File: config.mk
export PLATFORM = sky130hd
export DESIGN_NAME = seg_scan_decoder
export DESIGN_NICKNAME = d
export VERILOG_FILES = /design/src/rtl/seg_scan_decoder.sv
export SDC_FILE = /design/constraint.sdc
export NUM_CORES = 1
export LEC_CHECK = 0
export CAP_MARGIN = 10
export CORE_ASPECT_RATIO = 2
export CORE_MARGIN = 1
export CORE_UTILIZATION = 50
export DETAILED_ROUTE_END_ITERATION = 12
export HOLD_SLACK_MARGIN = 0.03
export PLACE_DENSITY = 0.72
export SKIP_CTS_REPAIR_TIMING = 1
export SYNTH_ARGS = -nofsm -noshare
export SYNTH_HDL_FRONTEND = slang
export SYNTH_SLANG_ARGS = --single-unit
File: constraint.sdc
create_clock -name clk -period 4.35 [get_ports clk]
set_input_delay 0.435 -clock clk [delete_from_list [all_inputs] [get_ports clk]]
set_output_delay 0.435 -clock clk [all_outputs]
set_load 0.01 [all_outputs]
File: src/rtl/seg_scan_decoder.sv
// Multiplexed 4-digit seven-segment scan decoder: synchronizes anode/segment
// lines, captures each stable period once, and tracks per-digit BCD, blank and blink.
module seg_scan_decoder #(
    parameter int unsigned STABLE_CYCLES = 4,
    parameter int unsigned BLINK_TIMEOUT = 8
) (
    input  logic       clk,
    input  logic       rst,
    input  logic [3:0] anode,
    input  logic [7:0] seven_segment,
    output logic [3:0] min_t,
    output logic [3:0] min_o,
    output logic [3:0] sec_t,
    output logic [3:0] sec_o,
    output logic [3:0] digit_valid,
    output logic [3:0] blank,
    output logic [3:0] blink,
    output logic       frame_valid,
    output logic       err,
    output logic [7:0] err_cnt
);

    localparam logic [7:0] LP_STABLE  = STABLE_CYCLES[7:0];
    localparam logic [7:0] LP_TIMEOUT = BLINK_TIMEOUT[7:0];

    logic [3:0] r_an_s1, r_an_s2;
    logic [7:0] r_seg_s1, r_seg_s2;
    logic [7:0] r_run;
    logic       r_done;
    logic [3:0] r_val [4];
    logic [7:0] r_idle [4];
    logic [3:0] r_dv, r_blank, r_blink, r_prev_blank, r_seen;
    logic       r_fv, r_err;
    logic [7:0] r_err_cnt;

    logic       w_change, w_cap, w_cap_legal, w_an_idle, w_num_ok, w_is_blank, w_err_now;
    logic [3:0] w_sel, w_num, w_cap_mask;

    // Comparing the stage feeding s2 against s2 restarts the run on the same edge
    // that s2 takes the new value, giving capture-to-output latency of STABLE+2 edges.
    assign w_change = {r_an_s1, r_seg_s1} != {r_an_s2, r_seg_s2};
    assign w_cap    = (r_run == LP_STABLE) && !r_done;

    always_comb begin
        w_sel = 4'b0000;
        case (r_an_s2)
            4'b0111: w_sel = 4'b1000;
            4'b1011: w_sel = 4'b0100;
            4'b1101: w_sel = 4'b0010;
            4'b1110: w_sel = 4'b0001;
            default: w_sel = 4'b0000;
        endcase
    end

    always_comb begin
        w_num      = 4'd0;
        w_num_ok   = 1'b1;
        w_is_blank = 1'b0;
        case (r_seg_s2[6:0])
            7'h40: w_num = 4'd0;
            7'h79: w_num = 4'd1;
            7'h24: w_num = 4'd2;
            7'h30: w_num = 4'd3;
            7'h19: w_num = 4'd4;
            7'h12: w_num = 4'd5;
            7'h02: w_num = 4'd6;
            7'h78: w_num = 4'd7;
            7'h00: w_num = 4'd8;
            7'h10: w_num = 4'd9;
            7'h7F: begin
                w_num_ok   = 1'b0;
                w_is_blank = 1'b1;
            end
            default: w_num_ok = 1'b0;
        endcase
    end

    assign w_an_idle   = (r_an_s2 == 4'hF);
    assign w_cap_legal = w_cap && (w_sel != 4'b0000);
    assign w_cap_mask  = w_cap_legal ? w_sel : 4'b0000;
    assign w_err_now   = w_cap && !w_an_idle &&
                         ((w_sel == 4'b0000) || (!w_num_ok && !w_is_blank));

    always_ff @(posedge clk or posedge rst) begin
        if (rst) begin
            r_an_s1      <= '0;
            r_an_s2      <= '0;
            r_seg_s1     <= '0;
            r_seg_s2     <= '0;
            r_run        <= '0;
            r_done       <= 1'b0;
            r_dv         <= '0;
            r_blank      <= '0;
            r_blink      <= '0;
            r_prev_blank <= '0;
            r_seen       <= '0;
            r_fv         <= 1'b0;
            r_err        <= 1'b0;
            r_err_cnt    <= '0;
            for (int unsigned i = 0; i < 4; i++) begin
                r_val[i]  <= '0;
                r_idle[i] <= '0;
            end
        end else begin
            r_an_s1  <= anode;
            r_an_s2  <= r_an_s1;
            r_seg_s1 <= seven_segment;
            r_seg_s2 <= r_seg_s1;

            if (w_change) begin
                r_run  <= 8'd1;
                r_done <= 1'b0;
            end else begin
                if (r_run < LP_STABLE)
                    r_run <= r_run + 8'd1;
                if (w_cap)
                    r_done <= 1'b1;
            end

            r_err <= w_err_now;
            if (w_err_now && (r_err_cnt != 8'hFF))
                r_err_cnt <= r_err_cnt + 8'd1;

            // A capture coinciding with the frame pulse seeds the next frame's mask.
            if (r_seen == 4'hF) begin
                r_fv   <= 1'b1;
                r_seen <= w_cap_mask;
            end else begin
                r_fv   <= 1'b0;
                r_seen <= r_seen | w_cap_mask;
            end

            for (int unsigned i = 0; i < 4; i++) begin
                if (r_fv && (r_idle[i] != 8'hFF))
                    r_idle[i] <= r_idle[i] + 8'd1;
                if (r_idle[i] >= LP_TIMEOUT)
                    r_blink[i] <= 1'b0;
                if (w_cap_mask[i]) begin
                    if (w_num_ok) begin
                        r_val[i]   <= w_num;
                        r_dv[i]    <= 1'b1;
                        r_blank[i] <= 1'b0;
                    end else begin
                        r_dv[i]    <= 1'b0;
                        r_blank[i] <= w_is_blank;
                    end
                    r_prev_blank[i] <= w_is_blank;
                    if (w_is_blank != r_prev_blank[i]) begin
                        r_blink[i] <= 1'b1;
                        r_idle[i]  <= 8'd0;
                    end
                end
            end
        end
    end

    assign min_t       = r_val[3];
    assign min_o       = r_val[2];
    assign sec_t       = r_val[1];
    assign sec_o       = r_val[0];
    assign digit_valid = r_dv;
    assign blank       = r_blank;
    assign blink       = r_blink;
    assign frame_valid = r_fv;
    assign err         = r_err;
    assign err_cnt     = r_err_cnt;

endmodule

After elaboration in Yosys (flattened, before gate mapping)
Index checks and enable logic that the tools add are counted.

Word-level logic and storage cells: 132. Output and inout bits: 38. Register bits: 111. Input port bits: 14.

Mux-type cells: 37. Reductions and logical operators: 25. Magnitude comparators: 5. Add/subtract/negate cells: 6. Equal/unequal tests: 27. Bitwise logic cells: 1.

Operator list (count): two-way mux 8 bit (14); adder 8 x 1 -> 8 bit (second input constant) (6); inequality test 8 bit (second input constant) (5); case mux 4 bit (9 select lines) (1); >= comparator 8 x 4 -> 1 bit (second input constant) (4); == test 7 bit (second input constant) (4); == test 7 x 5 -> 1 bit (second input constant) (3); == test 4 bit (second input constant) (5); two-way mux 1 bit (19); case mux 4 bit (4 select lines) (1); == test 7 x 6 -> 1 bit (second input constant) (2); inequality test 12 bit (1); logical AND 1 bit (10); OR reduction 10 bit (1); == test 8 x 3 -> 1 bit (second input constant) (1); less-than comparator 8 x 3 -> 1 bit (second input constant) (1); two-way mux 4 bit (2); AND reduction 2 bit (4); == test 7 x 2 -> 1 bit (second input constant) (1); zero test 7 bit (1); == test 4 x 3 -> 1 bit (second input constant) (1); zero test 1 bit (4); zero test 4 bit (1); inequality test 1 bit (4); other kinds (4) (5).

Depth between registers and ports, before layout
Gate-level depths: netlist of the first run.

Depth in word-level cells: 8. Depth in mapped cells: 8.

Least setup slack after synthesis of the first run
OpenSTA, ideal clock, no wires.

Path type: reg2reg. Start point: register r_run[4]. End point: register r_val (netlist bit min_o[0]). Path buffers: 0. Data required time: 4.225 ns. Stages on the path, launching flop included: 7. Setup time: 0.125 ns. Arrival: 2.117 ns. Slack: 2.108 ns. Cells stage by stage: dfrtp_1 or4_1 or2_4 nor3_4 nand4_1 nor2_1 mux2_2.

Word-level cells in the longest chain between the ends: 5.

RTL lines: start, declared (line 28) `logic [7:0] r_run;`; start signal, assigned (line 115) `r_run <= r_run + 8'd1;`; == test 8 x 3 -> 1 bit (line 42) `assign w_cap = (r_run == LP_STABLE) && !r_done;`; logical AND 1 bit (line 42); logical AND 1 bit (line 79) `assign w_cap_legal = w_cap && (w_sel != 4'b0000);`; two-way mux 4 bit (line 80) `assign w_cap_mask = w_cap_legal ? w_sel : 4'b0000;`; AND reduction 2 bit (no line); end signal, assigned by index (line 140) `r_val[i] <= w_num;`; end, declared (line 30) `logic [3:0] r_val [4];`.

Every way passes these cells. A chain may end at the register's enable or synchronous reset.

Final worst setup path of the first run
Same ends and word-level chain as after synthesis.

==> results of run 1 <==
-- area by class of cell --
class | instances | area (um^2)
tap | 104 | 130
fill | 764 | 3620
inverter | 16 | 62.6
clock inverter | 3 | 65.1
sequential | 111 | 2780
multi-input combinational | 303 | 1940
timing repair buffer | 53 | 526
clock buffer | 12 | 267
-- worst paths after layout --
| path | startpoint | to | slack [ns] | cells past startpoint |
|---|---|---|---|---|
| min in group asynchronous | rst | r_idle[8]$_DFF_PP0_ | 0.50 | 2 |
| setup / recovery | r_run[4]$_DFFE_PP0P_ | min_o[0]$_DFFE_PP0P_ | 1.61 | 6 |
| setup reg to reg | r_run[4]$_DFFE_PP0P_ | min_o[0]$_DFFE_PP0P_ | 1.61 | 6 |
| hold / removal | r_seg_s1[6]$_DFF_PP0_ | r_seg_s2[6]$_DFF_PP0_ | 0.39 | 0 |
| hold reg to reg | r_seg_s1[6]$_DFF_PP0_ | r_seg_s2[6]$_DFF_PP0_ | 0.39 | 0 |
| max in group asynchronous | rst | err_cnt[4]$_DFFE_PP0P_ | 2.91 | 3 |
-- registers in the layout, summed over array words and instances, names as in the netlist, 8 cells and up --
register and cells:
r_seg_s2 8, r_run 8, r_seg_s1 8, err_cnt 8, r_idle 32
-- worst reg2reg max path, cell delays in order, from the launching register on --
cell and delay (ns):
dfrtp_1 0.37, or4_1 0.53, or2_4 0.27, nor3_4 0.29, nand4_1 0.43, nor2_1 0.36
mux2_2 0.37
-- stage by stage --
step	hold WS [ns]	worst slack, ns	power (uW)	cell area (um^2)	instances
after floorplan	0.373	0.984	1110	4830	441
after global placement	0.379	1.70	1140	5440	587
after detailed placement	0.380	1.60	1140	5440	587
after CTS	0.395	1.59	2030	5770	602
after global routing	0.409	1.32	2070	5770	602
final	0.395	1.61	2010	5770	602
-- layout by cell type (no fill, tap or decap), drive strengths merged, types with 3 or more instances in the layout --
cell type      instances
a21oi                 12
a31oi                  4
and2                   9
and3                  11
clkbuf                12
clkdlybuf4s50         51
dfrtp                111
ha                    11
inv                   16
mux2                  11
nand2                 42
nand3                 10
nand3b                 3
nand4                 22
nor2                  51
nor2b                  4
nor3                   4
nor3b                  4
nor4                   5
o21a                   4
o21ai                 19
or2                    3
or3                    3
or4                    3
xnor2                 32
xor2                  19
-- layer usage --
| layer | part of all wire | track usage |
|---|---|---|
| met5 | 0 | 0 |
| met4 | 0.028 | 0.0949 |
| met3 | 0.030 | 0.0336 |
| met2 | 0.54 | 0.346 |
| met1 | 0.40 | 0.223 |
-- power groups by stage --
stage	combinational, uW	clock, uW	sequential (uW)
2_1_floorplan	44.1	0	1070
3_3_place_gp	60.3	0	1080
3_5_place_dp	62.3	0	1080
4_1_cts	62.4	912	1060
5_1_grt	68.4	946	1060
6_report	60.2	893	1060
-- cell families (layout without fill, tap and decap cells) --
| group | after synthesis | in the layout | synth area share |
|---|---|---|---|
| and+or+nand+nor | 178 | 178 | 0.188 |
| adders and majority gates | 11 | 11 | 0.0285 |
| xor gates and xnor gates | 51 | 51 | 0.0926 |
| AOI/OAI and AO/OA | 51 | 51 | 0.0643 |
| DFF | 111 | 111 | 0.576 |
| buffers and inverters | 27 | 84 | 0.0226 |
| muxes | 12 | 12 | 0.0285 |
==> impl_results.md, run 1 <==
- IO Port Bufs: 51
- Max transition margin: 0.341
- Top FF cell, synth: dfrtp_1
- Final setup viols: 0
- Maximum VDD drop: 0.277 mV
- Initial antenna violation count: 0
- H-Tree Level Count: 3
- Period utilisation layout: 0.629
- Routed WL: 8970 um
- Fmax: 365 MHz
- Startpoint type of the worst setup path: register
- DRT iter0 DRCs: 228
- Leak Pwr: 0.00263 uW
- Worst Tran Pin Value: 0.982 ns
- ANT cells: 0
- Net Sw Power: 395 uW
- Setup Crit Path Kind: register to register
- Reg power frac: 0.526
- Ys async rst share: 1.00
- Num CTS Buffers: 9
- Setup_tns: 0 ns
- Post-synth top area share: 0.576
- Die footprint: 10100 um^2
- Via density: 5.50
- Post-synth cell types: 45
- Largest net degree at the start of global routing: 47
- Clock buffer depth: 2
- First-pass GRT wire length: 15200 um
- Global route total overflow: 0
- Number of flops mapped to enable cells by yosys: 0
- Delay-heaviest family, CP: simple AND/OR/NAND/NOR gates
- Syn Inst Count: 441
- WL/cell: 14.9 um
- Post-Syn Nets: 466
- Hpwl dp: 6570 um
- Post-synthesis sequential area ratio: 0.576
- CP max-delay cell: or4_1
- Cell breakdown of the critical path: or4_1 -> or2_4 -> nor3_4 -> nand4_1 -> nor2_1 -> mux2_2
- Max Cap Viol: 0
- GPL Wtd Cong: 0.784
- Power per Cell Area: 349 nW/um^2
- Setup Skew: 0.00606 ns
- Crit Path Max Fanout: 13
- Initial core utilization: 0.514
- Total track usage: 0.195
- # clock sinks: 111
- Status: finished clean
- Crit path buffers/inverters: 0
- Yosys reg bits: 111
- Worst setup EP type: register
- Layout cells sized above 1: 0.0763
- Slew Limit Fails: 0
- DRC Markers: 0
- Post-Syn Area: 4830 um^2
- CTS tree: built
- Antenna Nets Post-Route: 0
- Internal power: 1620 uW
- Root buffer cell: clkbuf_16
- Die X: 71.5 um
- Most common cell in the netlist: dfrtp_1
- Synth cell count leaders: dfrtp_1 (111), nor2_1 (50), nand2_1 (42)
- Clk Latency, worst-skew pair: 0.34 ns
- Core area: 9380 um^2
- Final hold vios: 0
- Power share of the combinational group: 0.030
- Clock network power share: 0.444
- Crit path largest cell delay: 0.53 ns
- Sw Share: 0.196
- Synthesized area per cell: 10.9 um^2
- Top cell type by total area after synthesis: dfrtp_1
- Vias in the first global route: 3376
- Setup repair after global routing missed its margin: false
- End-of-flow core utilization: 0.615
- Final nets: 519
- CP required: 4.58 ns
- HP Class: register to register
- Via count: 3314
- DRT Pass-1 Iters: 4
- FP Rows: 50
- Yosys synthesis warning count: 0
- Main area contributors after synthesis: dfrtp_1 (58%), xnor2_1 (5.8%), nor2_1 (3.9%)
- Arr. time, crit path: 2.96 ns
- Minimum clock period: 2.74 ns
- Die Span Y: 141 um
- # IOs: 52
- Clock Pin Slew Worst Setup and Hold Paths: 0.06 ns
- Area growth syn-to-layout: 19.5%
Power figures use the tool's default switching activity.
==> run 2, diff against run 1 <==
--- a/config.mk
+++ b/config.mk
@@ -11,7 +11,7 @@
 export CORE_UTILIZATION = 50
 export DETAILED_ROUTE_END_ITERATION = 12
 export HOLD_SLACK_MARGIN = 0.03
-export PLACE_DENSITY = 0.72
+export PLACE_DENSITY = 0.75
 export SKIP_CTS_REPAIR_TIMING = 1
 export SYNTH_ARGS = -nofsm -noshare
 export SYNTH_HDL_FRONTEND = slang
==> constraint.sdc (replaced) <==
create_clock -name clk -period 2.3 [get_ports clk]
set_input_delay 0.23 -clock clk [delete_from_list [all_inputs] [get_ports clk]]
set_output_delay 0.23 -clock clk [all_outputs]
set_load 0.01 [all_outputs]
==> impl_results.md, run 2 (synthesis results as in run 1) <==
- Crit Path Max Fanout: 6 (-7)
- Max Cap Viol: 0 (unchanged)
- Area growth syn-to-layout: 24.3%
- Die Span Y: 141 um (unchanged)
- Largest register FFs: 32 (unchanged)
- ANT cells: 0 (unchanged)
- Initial core utilization: 0.514 (unchanged)
- Layout cells sized above 1: 0.144 (+0.0679)
- Worst hold start: seven_segment[0]
- CTS tree: built
- Core area: 9380 um^2 (unchanged)
- Max transition margin: 0.619 (+0.277)
- Crit path largest cell delay: 0.54 ns (about the same)
- Period utilisation layout: 0.983 (+0.353)
- Slew Limit Fails: 0 (unchanged)
- DRT Pass-1 Iters: 4 (unchanged)
- Reg2reg path depth: 7 (+1)
- # clock sinks: 111 (unchanged)
- Most common cell after layout, fill and taps aside: dfrtp_1
- Tot Pwr: 3590 uW (+78%)
- Via count: 3485 (+5.2%)
- Finished Layout Cells: 631 (+4.8%)
- Cell breakdown of the critical path: or4_4 -> a211oi_1 -> a211oi_1 -> buf_4 -> a31o_2 -> nand3_2 -> mux2_4
- CP max-delay cell: or4_4
- Initial antenna violation count: 0 (unchanged)
- RR Startpoint: r_seg_s2[1]$_DFF_PP0_
- Reg2reg setup slack: 0.04 ns (-1.57 ns)
- DRC Markers: 0 (unchanged)
- Final hold vios: 0 (unchanged)
- Final nets: 547 (+5.4%)
- Status: finished clean
- Via density: 5.52 (+0.33%)
- Global route total overflow: 0 (unchanged)
- GPL Wtd Cong: 0.810 (+3.3%)
- End-of-flow core utilization: 0.639 (+0.0245)
- Num CTS Buffers: 9 (unchanged)
- Minimum clock period: 2.26 ns (-0.478 ns)
- Power per Cell Area: 598 nW/um^2 (+72%)
- HP Class: input pin to register
- Worst Tran Pin Value: 0.572 ns (-0.410 ns)
- WL/cell: 15.2 um (+1.9%)
- Final setup viols: 0 (unchanged)
- Clock buffer depth: 2 (unchanged)
- Root buffer cell: clkbuf_16
- Min-Delay Endpoint: r_seg_s1[0]$_DFF_PP0_
- FP Rows: 50 (unchanged)
- Clk Latency, worst-skew pair: 0.35 ns (about the same)
- Setup repair after global routing missed its margin: true
- Setup Skew: 0.00743 ns (+0.00137 ns)
- Pre-CTS setup slack: -0.0420 ns (-1.65 ns)
- Dpl cells: 612 (+4.3%)
- Leak Pwr: 0.00275 uW (+4.6%)
- Largest net degree at the start of global routing: 112 (+140%)
- Commonest cells after routing, fill and taps aside: dfrtp_1 (110), clkdlybuf4s50_1 (51), nor2_1 (47), nand2_1 (42), xnor2_1 (32)
- Total track usage: 0.209 (+0.0137)
- Antenna Nets Post-Route: 0 (unchanged)
- Maximum VDD drop: 0.473 mV (+71%)
- Hpwl dp: 6780 um (+3.2%)
- Worst setup margin: 0.0398 ns (-1.57 ns)
- Startpoint type of the worst setup path: register
- # IOs: 52 (unchanged)
- DRT iter0 DRCs: 239 (+4.8%)
- CP required: 2.54 ns (-2.04 ns)
- WHS Path Cells: 1 (+1)
- Clock Pin Slew Worst Setup and Hold Paths: 0.07 ns (about the same)
- Biggest register: r_idle
- Fmax: 442 MHz (+21%)
- Die X: 71.5 um (unchanged)
- Most used cell, CP: a211oi_1
- Arr. time, crit path: 2.50 ns (-0.46 ns)
- First-pass GRT wire length: 16100 um (+5.9%)
- Vias in the first global route: 3555 (+5.3%)
- H-Tree Level Count: 3 (unchanged)
- Die footprint: 10100 um^2 (unchanged)
- Capturing point of the worst reg2reg path: err_cnt[1]$_DFFE_PP0P_
- Worst setup EP type: register
- Routed WL: 9580 um (+6.8%)
- IO Port Bufs: 51 (unchanged)
- Setup Crit Path Kind: register to register
==> run 2: changes by cell type in the layout (fill, tap and decap cells not counted), sizes merged <==
cell,delta
buf,+28
bufinv,-2
clkbuf,+1
clkinv,+1
clkinvlp,+2
inv,-1
==> run 2: worst max-delay path: cells and delay by family, from the launching register on <==
family	cells	cell delay [ns]
AO/OA/AOI/OAI	3	0.62
AND/OR/NAND/NOR	2	0.63
flip-flops	1	0.43
multiplexers	1	0.30
buffers and inverters	1	0.17
==> run 2: layout make-up <==
class	count	area [um^2]
repair buffers	81	756
clock buffers	13	260
fillers	749	3390
clock inverters	3	17.5
flip-flops and latches	111	2780
well taps	104	130
inverters	16	63.8
multi-input cells	303	1990
==> run 2: worst max path at each step <==
stage	startpoint	end	slack [ns]	depth (start not counted)
after detailed placement	r_run[4]$_DFFE_PP0P_	min_o[1]$_DFFE_PP0P_	-0.04	6
after CTS	r_run[4]$_DFFE_PP0P_	min_o[1]$_DFFE_PP0P_	-0.05	6
after floorplan	r_run[4]$_DFFE_PP0P_	min_o[0]$_DFFE_PP0P_	0.06	6
after global placement	r_run[4]$_DFFE_PP0P_	min_o[0]$_DFFE_PP0P_	0.008	6
after global routing	r_run[4]$_DFFE_PP0P_	r_idle[6]$_DFF_PP0_	-0.03	8
final	r_seg_s2[1]$_DFF_PP0_	err_cnt[1]$_DFFE_PP0P_	0.04	7
==> run 2: stage by stage <==
step	cell area (um^2)	hold WS [ns]	TNS, ns
finish	6000	0.316	0
global route	6000	0.307	-0.188
CTS	5910	0.307	-0.0952
detailed placement	5640	0.381	-0.0680
global placement	5640	0.378	0
floorplan	4830	0.261	0
==> run 2: power breakdown <==
| part | internal [uW] | switching, uW |
|---|---|---|
| Sequential | 1970 | 21.3 |
| Combinational | 61.2 | 75.0 |
| Clock | 791 | 666 |
==> run 2: layer usage <==
layer	vias up	track usage	routed length, um
li1	1669	-	-
met1	1704	0.230	3740
met2	84	0.363	5060
met3	28	0.0493	336
met4	0	0.117	445
met5	-	0	0
==> variant 1, RTL diff (config.mk and constraints of run 1) <==
Reset style: synchronous (`rst`), changed in one clocked block.
--- a/src/rtl/seg_scan_decoder.sv
+++ b/src/rtl/seg_scan_decoder.sv
@@ -81,7 +81,7 @@
     assign w_err_now   = w_cap && !w_an_idle &&
                          ((w_sel == 4'b0000) || (!w_num_ok && !w_is_blank));
 
-    always_ff @(posedge clk or posedge rst) begin
+    always_ff @(posedge clk) begin
         if (rst) begin
             r_an_s1      <= '0;
             r_an_s2      <= '0;
Behaviour: differs if rst is asserted again (counterexample within 10 cycles, from zero or initial values and one cycle with rst high); with rst held inactive, the same outputs for 10 cycles.
==> variant 1 against run 1 <==
- synthesized area is 3.3% higher
- wire length is 8.1% higher
- worst setup slack better by 340 ps
- total power is 2.2% higher
- sequential power is 8% higher
- cell area is 1.7% higher
- non-clock buffer count stayed put
- sequential cell count stayed put
- largest power group unchanged
==> variant 1: results (changes against run 1) <==
outcome completed (unchanged); met2 Use GR 0.370 (was 0.346); biggest cell delay along the critical path 620 ps (was 530 ps); post-DR wirelength/cell 14.5 um (was 14.9 um); crit-path max FO 9 (was 13); synth top area cells edfxtp_1 (29%), dfxtp_1 (25%), nor2_1 (5.0%) (was dfrtp_1 (58%), xnor2_1 (5.8%), nor2_1 (3.9%)); mux share of post-synthesis cell area 0.0191 (was 0.0285); Tot GR Track Use 0.205 (was 0.195); maximum VDD drop 308 uV (was 277 uV); number of port buffers 51 (unchanged); wire length of the first global-routing pass 16,100 um (was 15,200 um); Synth cell types 57 (was 45); XOR/XNOR Fraction of Synth Area 0.0738 (was 0.0926); adder-cell area share of the yosys netlist 0.0276 (was 0.0285); Post-synth top cells nor2_1 (67), dfxtp_1 (63), edfxtp_1 (48), nand2_1 (33), nor2b_1 (31) (was dfrtp_1 (111), nor2_1 (50), nand2_1 (42), xnor2_1 (32), nand4_1 (22)); via count 3,540 (was 3,314); post-synthesis compound-gate area fraction 0.0545 (was 0.0643); met2 WL post-DR 5280 um (was 4870 um); ys flop type dfxtp_1 (was dfrtp_1); share of cells above drive strength 1 0.0632 (was 0.0763); Final HPWL DP 7310 um (was 6570 um); crit path DAT 2630 ps (was 2960 ps); slew margin rel. 0.309 (was 0.341); non-filler instance count after layout 670 (was 602); slowest CP cell nor2_1 (was or4_1); wire length on met1 3710 um (was 3580 um); Pleak 2.05 nW (was 2.63 nW); Placer Congestion 0.880 (was 0.784); met3 GRT Util 0.0409 (was 0.0336); nets@finish 558 (was 519); Gate Count Post-Synth 490 (was 441); Placed Instance Area 5570 sq um (was 5440 sq um); Post-synth EDFFs 48 (was 0); sequential area share after synthesis 0.542 (was 0.576); met1 Use GR 0.209 (was 0.223); Post-Syn Nets 515 (was 466); Setup WS pre-CTS 1910 ps (was 1600 ps); vias in the first global route 3,554 (was 3,376); met3 wire len 221 um (was 266 um); asr flop ratio synth 0 (was 1.00); Worst Skew 6.25 ps (was 6.06 ps); placed insts 654 (was 587); first-pass iteration count of the detailed router 5 (was 4); violation count after the first detailed-route iteration 189 (was 228)
-- variant 1: worst max-delay path, delay by kind of cell, from the launching register on --
kind            cells  cell delay [ps]
simple gates        4             1180
flops               1              490
mux                 1              320
compound gates      1              290
-- variant 1: area by class of cell --
type                    instances  area, sq um
multi-input cells             342         2120
clock buffers                  11          243
well taps                     132          165
fillers                       861         3830
flip-flops and latches        111         2700
repair buffers                 53          520
inverters                      16         60.1
clock inverters                 5         57.6
-- variant 1: path summary, 6_finish.rpt --
check / startpoint / endpoint / slack, ps / cells after the start
min: r_seen[2] / r_seen[2] / 460 / 2
min reg2reg: r_seen[2] / r_seen[2] / 460 / 2
max: r_seg_s2[5] / err_cnt[0] / 1950 / 6
max reg2reg: r_seg_s2[5] / err_cnt[0] / 1950 / 6
-- variant 1: power breakdown --
group          switching, W  internal [W]
registers         0.0000260       0.00111
clock network      0.000350      0.000462
logic             0.0000563     0.0000507
total              0.000432       0.00162
==> variant 2, RTL diff (settings of run 1) <==
Made on the original files. The parameter `BLINK_TIMEOUT` goes from 8 to 4.
--- a/src/rtl/seg_scan_decoder.sv
+++ b/src/rtl/seg_scan_decoder.sv
@@ -2,7 +2,7 @@
 // lines, captures each stable period once, and tracks per-digit BCD, blank and blink.
 module seg_scan_decoder #(
     parameter int unsigned STABLE_CYCLES = 4,
-    parameter int unsigned BLINK_TIMEOUT = 8
+    parameter int unsigned BLINK_TIMEOUT = 4
 ) (
     input  logic       clk,
     input  logic       rst,
Check against the original RTL: same outputs for any inputs over 10 cycles, from zero or initial values and one cycle with rst high; that may be too few to reach the edited logic, so the function may still have changed.
==> variant 2 against run 1 <==
- synthesized area is 3.6% higher
- wire length is 6.7% higher
- utilization is 0.17 points lower
- total power is 0.69% lower
- sequential power hardly changed
- global-route usage is 0.74 points higher
- worst setup slack better by 170 ps
- sequential share of layout area is 1.4 points lower
- sequential cell count stayed put
- cell area is 3.1% higher
==> variant 2: results (changes against run 1) <==
violation count after the first detailed-route iteration 184 (was 228); CP Class register to register (unchanged); Yosys warnings 0 (unchanged); sw power 0.000418 W (was 0.000395 W); sequential area share after synthesis 0.556 (was 0.576); CTS max path bufs 2 (unchanged); initial antenna violation count 0 (unchanged); nets@finish 530 (was 519); Placed Instance Area 5620 sq um (was 5440 sq um); Clock transition at path regs 70 ps; pins over their slew limit 0 (unchanged); crit path DAT 2810 ps (was 2960 ps); R2R Path Start r_seg_s2[6] (was r_run[4]); max reg flops 32 (unchanged); placed insts 626 (was 587); measured slew at the worst slew-check pin 869 ps (was 982 ps); Pleak 2.72 nW (was 2.63 nW); H-tree depth 3 (unchanged); share of cells above drive strength 1 0.0627 (was 0.0763); Final HPWL DP 7040 um (was 6570 um); wire length of the first global-routing pass 16,100 um (was 15,200 um); Post-Syn Nets 478 (was 466); outcome completed (unchanged); Synth cell types 48 (was 45); first-pass iteration count of the detailed router 4 (unchanged); Root Buffer clkbuf_16 (unchanged); post-synthesis compound-gate area fraction 0.0951 (was 0.0643); synth top area cells dfrtp_1 (56%), xnor2_1 (5.3%), xor2_1 (4.0%) (was dfrtp_1 (58%), xnor2_1 (5.8%), nor2_1 (3.9%)); adder-cell area share of the yosys netlist 0.0275 (was 0.0285); post-DR wirelength/cell 14.9 um (about the same); pin count of the biggest net entering global routing 60 (was 47); Tot GR Track Use 0.202 (was 0.195); via count 3,512 (was 3,314); number of port buffers 51 (unchanged); crit-path max FO 14 (was 13); Placer Congestion 0.829 (was 0.784); clk_lat worst skew 350 ps; non-filler instance count after layout 642 (was 602); antenna diode instance count 0 (unchanged); mux share of post-synthesis cell area 0.0255 (was 0.0285); maximum VDD drop 245 uV (was 277 uV); asr flop ratio synth 1.00 (unchanged); Worst Hold Class primary input to async pin (was register to register); syn avg cell area 11.0 sq um (was 10.9 sq um); XOR/XNOR Fraction of Synth Area 0.0929 (was 0.0926); Num CTS Buffers 9 (unchanged); Worst Skew 8.34 ps (was 6.06 ps); Setup WS pre-CTS 1800 ps (was 1600 ps); Post-synth top cells dfrtp_1 (111), nor2_1 (49), xnor2_1 (30), nand2_1 (29), inv_1 (24) (was dfrtp_1 (111), nor2_1 (50), nand2_1 (42), xnor2_1 (32), nand4_1 (22)); Reg with most FFs r_idle (unchanged); share of the synthesized area in the top cell type 0.556 (was 0.576)
[variant 2: changes by cell type in the layout (fill, tap and decap cells not counted), sizes merged, moves of 5 or more]
cell	run 1	this run
nor4b	0	5
nor3	4	16
o22ai	0	5
mux2i	1	6
mux2	11	6
and3	11	5
inv	16	26
a21o	2	13
nand2	42	29
[variant 2: kinds of logic (layout without fill, tap and decap cells)]
logic type | after synthesis | after routing
flops | 111 | 111
mux | 12 | 12
compound gates | 64 | 64
fa+ha+maj | 11 | 11
xor+xnor | 53 | 53
buf+inv | 36 | 93
simple gates | 166 | 166
[variant 2: path summary, 6_finish.rpt]
check                                   end  slack (ps)  cells after the start
worst max-delay path             err_cnt[2]        1780                      5
worst min-delay path              r_idle[8]         320                      2
worst max register to register   err_cnt[2]        1780                      5
worst min register to register  r_seg_s2[0]         390                      0
max in group asynchronous        r_idle[16]        3080                      3
min in group clk                r_seg_s2[0]         390                      0
[variant 2: stage by stage]
stage                     utilization  power, W
after global routing            0.613   0.00207
after global placement          0.580   0.00114
final                           0.613   0.00200
after CTS                       0.613   0.00202
after floorplan                     -   0.00112
after detailed placement        0.580   0.00115
[variant 2: routing by layer]
layer,GRT usage,share of wire,vias to the layer above
met1,0.217,0.39,1748
met2,0.364,0.55,65
met5,0,0,-
met4,0.109,0.038,0
met3,0.0400,0.028,25
li1,-,-,1674
[variant 2: critical path: stages, from the launching register on]
cell and delay, ps:
dfrtp_1 530, and3b_1 240, o211a_1 210, or4_1 770, a211oi_1 340, mux2_2 370
[variant 2: power groups by stage]
stage / Combinational, W / Sequential [W] / Clock, W
after floorplan: 0.0000546 / 0.00107 / 0
after global placement: 0.0000650 / 0.00108 / 0
after detailed placement: 0.0000670 / 0.00108 / 0
after CTS: 0.0000672 / 0.00106 / 0.000895
after global routing: 0.0000723 / 0.00106 / 0.000933
final: 0.0000647 / 0.00106 / 0.000873
[variant 2: cell type report]
cell class / count / area, sq um
well taps: 132 / 165
repair buffers: 53 / 526
fillers: 828 / 3750
multi-input cells: 306 / 2060
clock buffers: 10 / 229
clock inverters: 6 / 91.3
inverters: 24 / 92.6
flip-flops and latches: 111 / 2780
